File: config.mk
export PLATFORM = sky130hd
export DESIGN_NAME = clz_divider
export DESIGN_NICKNAME = d
export VERILOG_FILES = /design/src/rtl/clz_divider_pkg.sv /design/src/rtl/clz_divider_clz.sv /design/src/rtl/clz_divider.sv
export SDC_FILE = /design/constraint.sdc
export NUM_CORES = 1
export LEC_CHECK = 0
export CORE_ASPECT_RATIO = 0.6
export CORE_MARGIN = 1.5
export CORE_UTILIZATION = 55
export CTS_CLUSTER_SIZE = 30
export DETAILED_ROUTE_END_ITERATION = 10
export GPL_TIMING_DRIVEN = 1
export PLACE_DENSITY = 0.82
export SLEW_MARGIN = 20
export SYNTH_ARGS = -nofsm -noshare
export SYNTH_HDL_FRONTEND = slang
export SYNTH_SLANG_ARGS = --single-unit
File: constraint.sdc
create_clock -name clk -period 9.8 [get_ports clk]
set_clock_uncertainty 0.2 [all_clocks]
set_input_delay 1.96 -clock clk [delete_from_list [all_inputs] [get_ports clk]]
set_output_delay 1.96 -clock clk [all_outputs]
set_load 0.02 [all_outputs]
File: src/rtl/clz_divider_pkg.sv
// Shared types and constants for the leading-zero-skipping divider.
package clz_divider_pkg;

   localparam int unsigned DATA_W = 32;
   localparam int unsigned CNT_W  = 6;
   localparam int unsigned LZ_W   = 6;

   localparam logic [DATA_W-1:0] DBZ_QUOT_DEF = 32'hFFFF_FFFF;

   typedef enum logic [2:0] {
      ST_IDLE = 3'd0,
      ST_PREP = 3'd1,
      ST_ITER = 3'd2,
      ST_FIX  = 3'd3,
      ST_DONE = 3'd4
   } state_e;

endpackage : clz_divider_pkg

File: src/rtl/clz_divider_clz.sv
// 32-bit count-leading-zeros; returns 32 for an all-zero input.
module clz_divider_clz
   import clz_divider_pkg::*;
(
   input  logic [DATA_W-1:0] val_i,
   output logic [LZ_W-1:0]   lz_o
);

   // Highest set bit wins because the scan runs upward and overwrites.
   always_comb begin
      lz_o = LZ_W'(32);
      for (int i = 0; i < 32; i++) begin
         if (val_i[i]) lz_o = LZ_W'(31 - i);
      end
   end

endmodule : clz_divider_clz

File: src/rtl/clz_divider.sv
// Multi-cycle DIV/DIVU unit: restoring divide, one bit per cycle, starting
// at the first significant dividend bit so latency tracks operand size.
module clz_divider
   import clz_divider_pkg::*;
#(
   parameter logic [DATA_W-1:0] DBZ_QUOT = DBZ_QUOT_DEF
) (
   input  logic              clk,
   input  logic              rst_n,
   input  logic              start,
   input  logic              is_signed,
   input  logic [DATA_W-1:0] dividend,
   input  logic [DATA_W-1:0] divisor,
   output logic [DATA_W-1:0] quotient,
   output logic [DATA_W-1:0] remainder,
   output logic              busy,
   output logic              done
);

   state_e              state_q, state_d;
   logic [DATA_W-1:0]   a_mag_q, a_mag_d;
   logic [DATA_W-1:0]   b_mag_q, b_mag_d;
   logic [DATA_W-1:0]   dvd_q, dvd_d;
   logic                sa_q, sa_d;
   logic                sb_q, sb_d;
   logic                dbz_q, dbz_d;
   logic [DATA_W-1:0]   d_q, d_d;
   logic [DATA_W-1:0]   r_q, r_d;
   logic [DATA_W-1:0]   q_q, q_d;
   logic [CNT_W-1:0]    cnt_q, cnt_d;
   logic [DATA_W-1:0]   quot_q, quot_d;
   logic [DATA_W-1:0]   rem_q, rem_d;
   logic                busy_q, busy_d;
   logic                done_q, done_d;

   logic [LZ_W-1:0]     lz_c;
   logic [DATA_W:0]     t_c;
   logic                ge_c;
   logic                sa_in_c;
   logic                sb_in_c;

   clz_divider_clz u_clz (
      .val_i (a_mag_q),
      .lz_o  (lz_c)
   );

   // Trial value for one restoring step: partial remainder shifted left with the next dividend bit.
   assign t_c     = {r_q, d_q[DATA_W-1]};
   assign ge_c    = (t_c >= {1'b0, b_mag_q});
   assign sa_in_c = is_signed & dividend[DATA_W-1];
   assign sb_in_c = is_signed & divisor[DATA_W-1];

   // Next-state, datapath and output update logic.
   always_comb begin
      state_d = state_q;
      a_mag_d = a_mag_q;
      b_mag_d = b_mag_q;
      dvd_d   = dvd_q;
      sa_d    = sa_q;
      sb_d    = sb_q;
      dbz_d   = dbz_q;
      d_d     = d_q;
      r_d     = r_q;
      q_d     = q_q;
      cnt_d   = cnt_q;
      quot_d  = quot_q;
      rem_d   = rem_q;
      busy_d  = busy_q;
      done_d  = 1'b0;

      // busy stays up through the done cycle, then drops.
      if (done_q) busy_d = 1'b0;

      case (state_q)
         ST_IDLE: begin
            if (start && !busy_q) begin
               sa_d    = sa_in_c;
               sb_d    = sb_in_c;
               a_mag_d = sa_in_c ? (DATA_W'(0) - dividend) : dividend;
               b_mag_d = sb_in_c ? (DATA_W'(0) - divisor) : divisor;
               dvd_d   = dividend;
               dbz_d   = (divisor == '0);
               busy_d  = 1'b1;
               state_d = ST_PREP;
            end
         end
         ST_PREP: begin
            d_d   = (lz_c == LZ_W'(32)) ? '0 : (a_mag_q << lz_c);
            r_d   = '0;
            q_d   = '0;
            cnt_d = CNT_W'(32) - CNT_W'(lz_c);
            if (dbz_q || (lz_c == LZ_W'(32))) state_d = ST_FIX;
            else                              state_d = ST_ITER;
         end
         ST_ITER: begin
            if (ge_c) begin
               r_d = DATA_W'(t_c - {1'b0, b_mag_q});
               q_d = {q_q[DATA_W-2:0], 1'b1};
            end else begin
               r_d = t_c[DATA_W-1:0];
               q_d = {q_q[DATA_W-2:0], 1'b0};
            end
            d_d   = {d_q[DATA_W-2:0], 1'b0};
            cnt_d = cnt_q - CNT_W'(1);
            if (cnt_q == CNT_W'(1)) state_d = ST_FIX;
         end
         ST_FIX: begin
            if (dbz_q) begin
               quot_d = DBZ_QUOT;
               rem_d  = dvd_q;
            end else begin
               quot_d = (sa_q ^ sb_q) ? (DATA_W'(0) - q_q) : q_q;
               rem_d  = sa_q ? (DATA_W'(0) - r_q) : r_q;
            end
            state_d = ST_DONE;
         end
         ST_DONE: begin
            done_d  = 1'b1;
            state_d = ST_IDLE;
         end
         default: state_d = ST_IDLE;
      endcase
   end

   // State and datapath registers.
   always_ff @(posedge clk or negedge rst_n) begin
      if (!rst_n) begin
         state_q <= ST_IDLE;
         a_mag_q <= '0;
         b_mag_q <= '0;
         dvd_q   <= '0;
         sa_q    <= 1'b0;
         sb_q    <= 1'b0;
         dbz_q   <= 1'b0;
         d_q     <= '0;
         r_q     <= '0;
         q_q     <= '0;
         cnt_q   <= '0;
         quot_q  <= '0;
         rem_q   <= '0;
         busy_q  <= 1'b0;
         done_q  <= 1'b0;
      end else begin
         state_q <= state_d;
         a_mag_q <= a_mag_d;
         b_mag_q <= b_mag_d;
         dvd_q   <= dvd_d;
         sa_q    <= sa_d;
         sb_q    <= sb_d;
         dbz_q   <= dbz_d;
         d_q     <= d_d;
         r_q     <= r_d;
         q_q     <= q_d;
         cnt_q   <= cnt_d;
         quot_q  <= quot_d;
         rem_q   <= rem_d;
         busy_q  <= busy_d;
         done_q  <= done_d;
      end
   end

   assign quotient  = quot_q;
   assign remainder = rem_q;
   assign busy      = busy_q;
   assign done      = done_q;

endmodule : clz_divider

==> metrics.md <==
| Metric | Value |
|---|---|
| Slowest stage delay, CP | `0.68 ns` |
| Critical path's top delay family | `simple AND/OR/NAND/NOR gates` |
| RSZ-0062 raised after global routing | `no` |
| Seq pwr share | `around 48%` |
| # setup viols final | `0` |
| Fin. max-slew vios | `0` |
| P_int | `0.00177 W` |
| Die Width | `229 µm` |
| Post-Place Cell Area | `0.0184 mm²` |
| Drt first pass iters | `6` |
| Post-synthesis async set-or-reset flop share | `100%` |
| Logic pwr share | `4.6%` |
| Post-synthesis mux area share | `3.57%` |
| Simple-Gate Fraction of Synth Area | `roughly 18%` |
| Cell count after placement | `2461` |
| All-Layer GR Usage | `32.9%` |
| Sw power | `0.000522 W` |
| CP Max Fanout | `6` |
| Leak Pwr | `8.75 nW` |
| Fin Setup TNS | `0 ns` |
| Cts hold-fix bufs | `0` |
| Critical path capture point type | `flip-flop` |
| Finished Layout Cells | `2518` |
| FF+latch count, synth | `269` |
| Die height | `approximately 140 µm` |
| CP Launch Type | `input pin` |
| Buf/Inv on CP | `1` |
| Met2 Use GR | `44.6%` |
| Drt via density | `6.36` |
| Slew HR | `29.2%` |
| Count of maximum capacitance violations | `0` |
| Post-synthesis xor/xnor area fraction | `7.76%` |
| Clock buffer depth | `3` |
| Final Net Count | `2190` |
| Iteration-0 DRC Markers | `2249` |
| Starting density of the core | `56.2%` |
| Hold Path Class | `flip-flop to flip-flop` |
| Total grt overflow | `0` |
| Synth Area in Adders | `3.00%` |
| Outcome | `finished, final reports clean` |
| Core area | `0.0301 mm²` |
| Clock transition at path regs | `0.06 ns` |
| Pwr per Cell Area | `118 mW/mm²` |
| CTS sink cnt | `269` |
| Worst Tran Pin Value | `about 1.0 ns` |
| Final Hold Viols | `0` |
| Vias in the first global route | `14964` |
| DR vias | `16017` |
| Busiest grt layer | `met1` |
| DRC | `0` |
| Kind of critical path | `input pin to flip-flop` |
| Dpl hpwl | `37800 µm` |
| Fin crit share | `47.5%` |
| CTS buffer count | `27` |
| Fin crit period | `4.66 ns` |
| Final Util | `64.4%` |
| TritonCTS clock tree | `done` |
| Yosys warning total | `0` |
| Synth-to-Final Area Change | `14.5%` |
| Post-route cell area | `0.0194 mm²` |
| Cells along the critical path | `clkdlybuf4s50_1 > nor4_1 > and3_1 > and2_1 > nand2_1 > nor2_1 > nand3_1 > o31ai_1 > xor2_1 > o21ai_0` |
| Post-synthesis cell type count | `78` |
| Netlist Area Pre-Place | `roughly 0.017 mm²` |
| Layout cells sized above 1 | `4.80%` |
| Aggregate routed wire length | `52400 µm` |
| Sw frac | `22.8%` |
| Fmax | `around 210 MHz` |
| GPL Wtd Cong | `0.984` |
| Io pins | `134` |
| Largest net degree at the start of global routing | `between 150 and 200` |
| Antenna Nets Post-Route | `0` |
| # rows | `49` |
| Mapped Cells | `between 2000 and 2500` |
| Worst-Skew Late Latency | `~0.56 ns` |
| Root Buffer | `clkbuf_16` |
| Routed len/inst | `20.8 µm` |
| Met3 Usage GRT | `7.67%` |
| First-pass GRT wire length | `83800 µm` |
| Largest family of logic cells by synthesized area | `compound AO/OA/AOI/OAI gates` |
| Die Area | `0.0319 mm²` |
| Critical Path AT | `4.86 ns` |
| Post-synth EDFFs | `0` |
| Antenna violations before repair | `8` |
| # port buffers | `~130` |
| H-tree levels | `1` |
| Max VDD drop | `~0.00012 V` |
| Primary FF master, synth | `dfrtp_1` |
| Sequential area share after synthesis | `around two fifths` |
| Post-CTS resize count | `0` |
| Power consumption | `0.00229 W` |
| Worst path required time | `10.00 ns` |
| Synth Area per Inst | `8.35 µm²` |
| Worst-path cell with the longest stage delay | `nor4_1` |
| GR Layer Usage met1 | `52.7%` |
| # Post-CTS Setup Buffers | `0` |
| Compound-Gate Fraction of Synth Area | `23.4%` |
| Syn nets | `2134` |
| Clock network fraction of design power | `47.0%` |
area by class of cell:
type | count | area (µm²)
tap | 408 | 510
antenna | 7 | 17.5
inverter | 78 | 295
sequential | 269 | 6730
clock inverter | 15 | 165
timing repair buffer | 153 | 1500
clock buffer | 35 | 746
multi-input combinational | 1553 | 9420
fill | 2504 | 10700
Yosys cell counts (all sizes together) (14+ instances only):
master  number  area (µm²)
nand2      305        1140
o31ai       32         240
o21ai      219        1100
a21o        17         128
nor3        35         175
nor2       172         653
or3         18         113
buf         28         154
mux2i       51         510
a31oi       14        87.6
dfrtp      269        6730
xor2        91         797
ha          39         488
clkbuf      98         368
a21oi      159         796
a211oi      15         123
o211ai      14         105
nor4        28         196
nand3       33         165
xnor2       59         517
a22o        48         420
inv         78         295
a22oi       23         173
power by group through the flow:
stage / clock network [W] / logic (W) / registers, W
global placement: 0 / 0.000102 / 0.00113
detailed placement: 0 / 0.000104 / 0.00113
floorplan: 0 / 0.0000321 / 0.00113
finish: 0.00108 / 0.000105 / 0.00111
global route: 0.00114 / 0.000116 / 0.00111
CTS: 0.00109 / 0.000105 / 0.00111
final timing paths:
check / slack [ns] / to / startpoint / cells past startpoint
min reg2reg: 0.28 / dvd_q[12] / dvd_q[12] / 2
min in group asynchronous: 1.22 / b_mag_q[28] / rst_n / 1
max in group asynchronous: 6.76 / dvd_q[4] / rst_n / 2
max: 5.14 / a_mag_q[29] / dividend[2] / 10
min: 0.28 / dvd_q[12] / dvd_q[12] / 2
max reg2reg: 5.45 / r_q[30] / r_q[0] / 13
tightest hold or removal path, stage by stage (launching register included):
cell	delay (ns)
dfrtp_1	0.34
nand2_1	0.05
nand2_1	0.05
stage by stage:
| stage | hold slack (ns) | setup slack (ns) |
|---|---|---|
| floorplan | 0.245 | 5.72 |
| global placement | 0.260 | 4.79 |
| detailed placement | 0.265 | 4.65 |
| CTS | 0.280 | 5.25 |
| global route | 0.304 | 4.92 |
| finish | 0.278 | 5.14 |
flip-flops by register name, summed over array words and instances, names as in the netlist, 3 cells and up:
name	flops
a_mag_q	32
d_q	32
quotient	32
cnt_q	6
b_mag_q	32
q_q	32
dvd_q	31
state_q	3
r_q	32
remainder	32
logic make-up after synthesis:
kind of cell    Yosys count
simple gates            671
compound gates          633
flops                   269
buf+inv                 204
xor+xnor                150
mux                      59
fa+ha+maj                40
metal layers:
layer | part of all wire (%) | vias up
li1 | - | 7323
met1 | 47 | 7796
met2 | 40 | 827
met3 | 12 | 69
met4 | 1.6 | 2
met5 | 0.027 | -
cell usage in the layout, fill, tap and decap left out, types with 12 or more instances in the layout:
cell type,netlist,layout
o211ai_1,14,14
nor2_1,171,169
a211oi_1,13,13
clkbuf_16,0,27
inv_1,77,77
clkdlybuf4s50_1,0,132
ha_1,39,39
o21ai_0,206,206
o31ai_1,32,32
a21o_1,17,17
a21oi_1,159,159
xor2_1,91,91
or3_1,18,18
a22oi_1,23,23
a31oi_1,14,14
nor4_1,26,25
nor3_1,35,34
nand3_1,33,33
buf_4,5,19
nand2b_1,13,13
nand2_1,305,303
dfrtp_1,269,268
a22o_1,48,48
nand4_1,12,12
xnor2_1,59,59
mux2i_1,51,51
No activity file was read; power rests on OpenSTA's default activity.
==> patch: new RTL, same flow settings <==
Encoding of `state_e`: now one-hot (5 bits for 5 states).
--- a/src/rtl/clz_divider_pkg.sv
+++ b/src/rtl/clz_divider_pkg.sv
@@ -9,8 +9,8 @@
 
-   typedef enum logic [2:0] {
-      ST_IDLE = 3'd0,
-      ST_PREP = 3'd1,
-      ST_ITER = 3'd2,
-      ST_FIX  = 3'd3,
-      ST_DONE = 3'd4
+   typedef enum logic [4:0] {
+      ST_IDLE = 5'b00001,
+      ST_PREP = 5'b00010,
+      ST_ITER = 5'b00100,
+      ST_FIX  = 5'b01000,
+      ST_DONE = 5'b10000
    } state_e;
Behaviour: no difference found for any inputs over 4 cycles, from zero or initial values and one cycle with rst_n low; so few cycles prove little.
==> patch against the original RTL <==
Sequential cell count rose by 2. Final area grew 0.74%. Routed wire length is 1.0% lower. Area after synthesis up 0.46%. Via count decreased by 1.7%. Sequential share of layout area is essentially flat. Setup slack lost 0.47 ns. Total power grew 5.7%. Critical endpoint is now b_mag_q[30]. Largest cell class unchanged. Largest power group is now clock.
==> patch: results (changes against the original RTL) <==
[synthesis]
synth_area_per_cell_um2=8.52  ; was 8.35 µm²
synth_cell_types=79  ; was 78
synth_common_cells=306 x nand2_1, 270 x dfrtp_1, 209 x o21ai_0, 172 x nor2_1, 159 x a21oi_1  ; was 305 x nand2_1, 269 x dfrtp_1, 206 x o21ai_0, 171 x nor2_1, 159 x a21oi_1
synthesis.nets=2103  ; was 2134
synth.area.top_cells=dfrtp_1 40%, nand2_1 6.8%, o21ai_0 6.2%, a21oi_1 4.7%, mux2i_1 4.4%  ; was dfrtp_1 40%, nand2_1 6.8%, o21ai_0 6.1%, xor2_1 4.7%, a21oi_1 4.7%

[setup_path]
worst-path-max-fanout=5  ; was 6

[global_routing]
grt_max_degree=183  ; was 178
track_usage_pct=32.4  ; was 32.9%
antenna_found_initial=2  ; was 8
first_global_vias=14800  ; was 15000
grt_pass1_wl_um=82500  ; was 83800 µm

[detailed_routing]
highest_layer=met4  ; was met5
m1WireLength_um=23600  ; was 24300 µm
avgViaCountPerCell=6.34  ; was 6.36
finalWirelength_um=51800  ; was 52400 µm
dr.pass1.iters=5  ; was 6
drt-initial-drc-count=1734  ; was 2249

[placed_design]
dp_hpwl_um=37200  ; was 37800 µm
dpl_cell_area_um2=18500  ; was 18400 µm²
gp_congestion=0.987  ; was 0.984
dp_cells=2432  ; was 2461

[outcome]
status=finished clean  ; unchanged

[power_and_ir_drop]
ir_worst_vdd_v=0.000116  ; was 0.000125 V
p_leak_nw=8.77  ; was 8.75 nW

[cts]
clk_latency_ns=0.58  ; was 0.56 ns

[final_layout]
fillers=2476  ; was 2504

[patch: worst paths after layout]
check	start	to	slack, ns
max	divisor[2]	b_mag_q[30]	4.67
min	remainder[25]	remainder[25]	0.28
min in group asynchronous	rst_n	b_mag_q[15]	1.15
min reg2reg	remainder[25]	remainder[25]	0.28
max reg2reg	a_mag_q[0]	d_q[26]	5.28
max in group asynchronous	rst_n	d_q[20]	6.82
[patch: stage by stage]
stage / worst slack, ns / hold WS (ns) / util [%]
6_report: 4.67 / 0.277 / 64.7
5_1_grt: 4.21 / 0.304 / 64.7
4_1_cts: 4.77 / 0.279 / 64.7
3_5_place_dp: 4.18 / 0.264 / 61.3
3_3_place_gp: 4.29 / 0.259 / 61.3
2_1_floorplan: 5.32 / 0.246 / -
[patch: kinds of logic after synthesis]
kind of cell	count (synthesis)	share of synthesized area, %
buffers and inverters	190	4.58
flip-flops	271	39.9
XOR/XNOR	149	7.68
adder cells (fa/ha/maj)	40	2.99
multiplexers	96	6.23
AO/OA/AOI/OAI	590	21.5
AND/OR/NAND/NOR	659	17.2
[patch: power by group]
group	switching (W)	internal (W)	leakage, nW	total [W]
Clock	0.000475	0.000722	0.484	0.00120
Combinational	0.0000641	0.0000432	4.55	0.000107
Sequential	0	0.00112	3.74	0.00112
Total	0.000539	0.00188	8.77	0.00242
[patch: tightest hold or removal path, cell delays in order, from the launching register on]
cell,delay [ns]
dfrtp_1,0.34
nand2_1,0.05
o21ai_0,0.06
[patch: per-layer routing]
| layer | global-route usage [%] | up-vias |
|---|---|---|
| li1 | - | 7216 |
| met4 | 7.67 | 0 |
| met3 | 11.2 | 88 |
| met2 | 42.0 | 873 |
| met5 | 0 | - |
| met1 | 50.5 | 7573 |
[patch: cell type report]
type | instances | area share (%)
sequential | 271 | 34.7
antenna | 2 | 0.0256
clock buffer | 33 | 3.78
clock inverter | 17 | 1.44
tap | 408 | 2.61
timing repair buffer | 149 | 7.52
multi-input combinational | 1534 | 48.5
inverter | 70 | 1.35
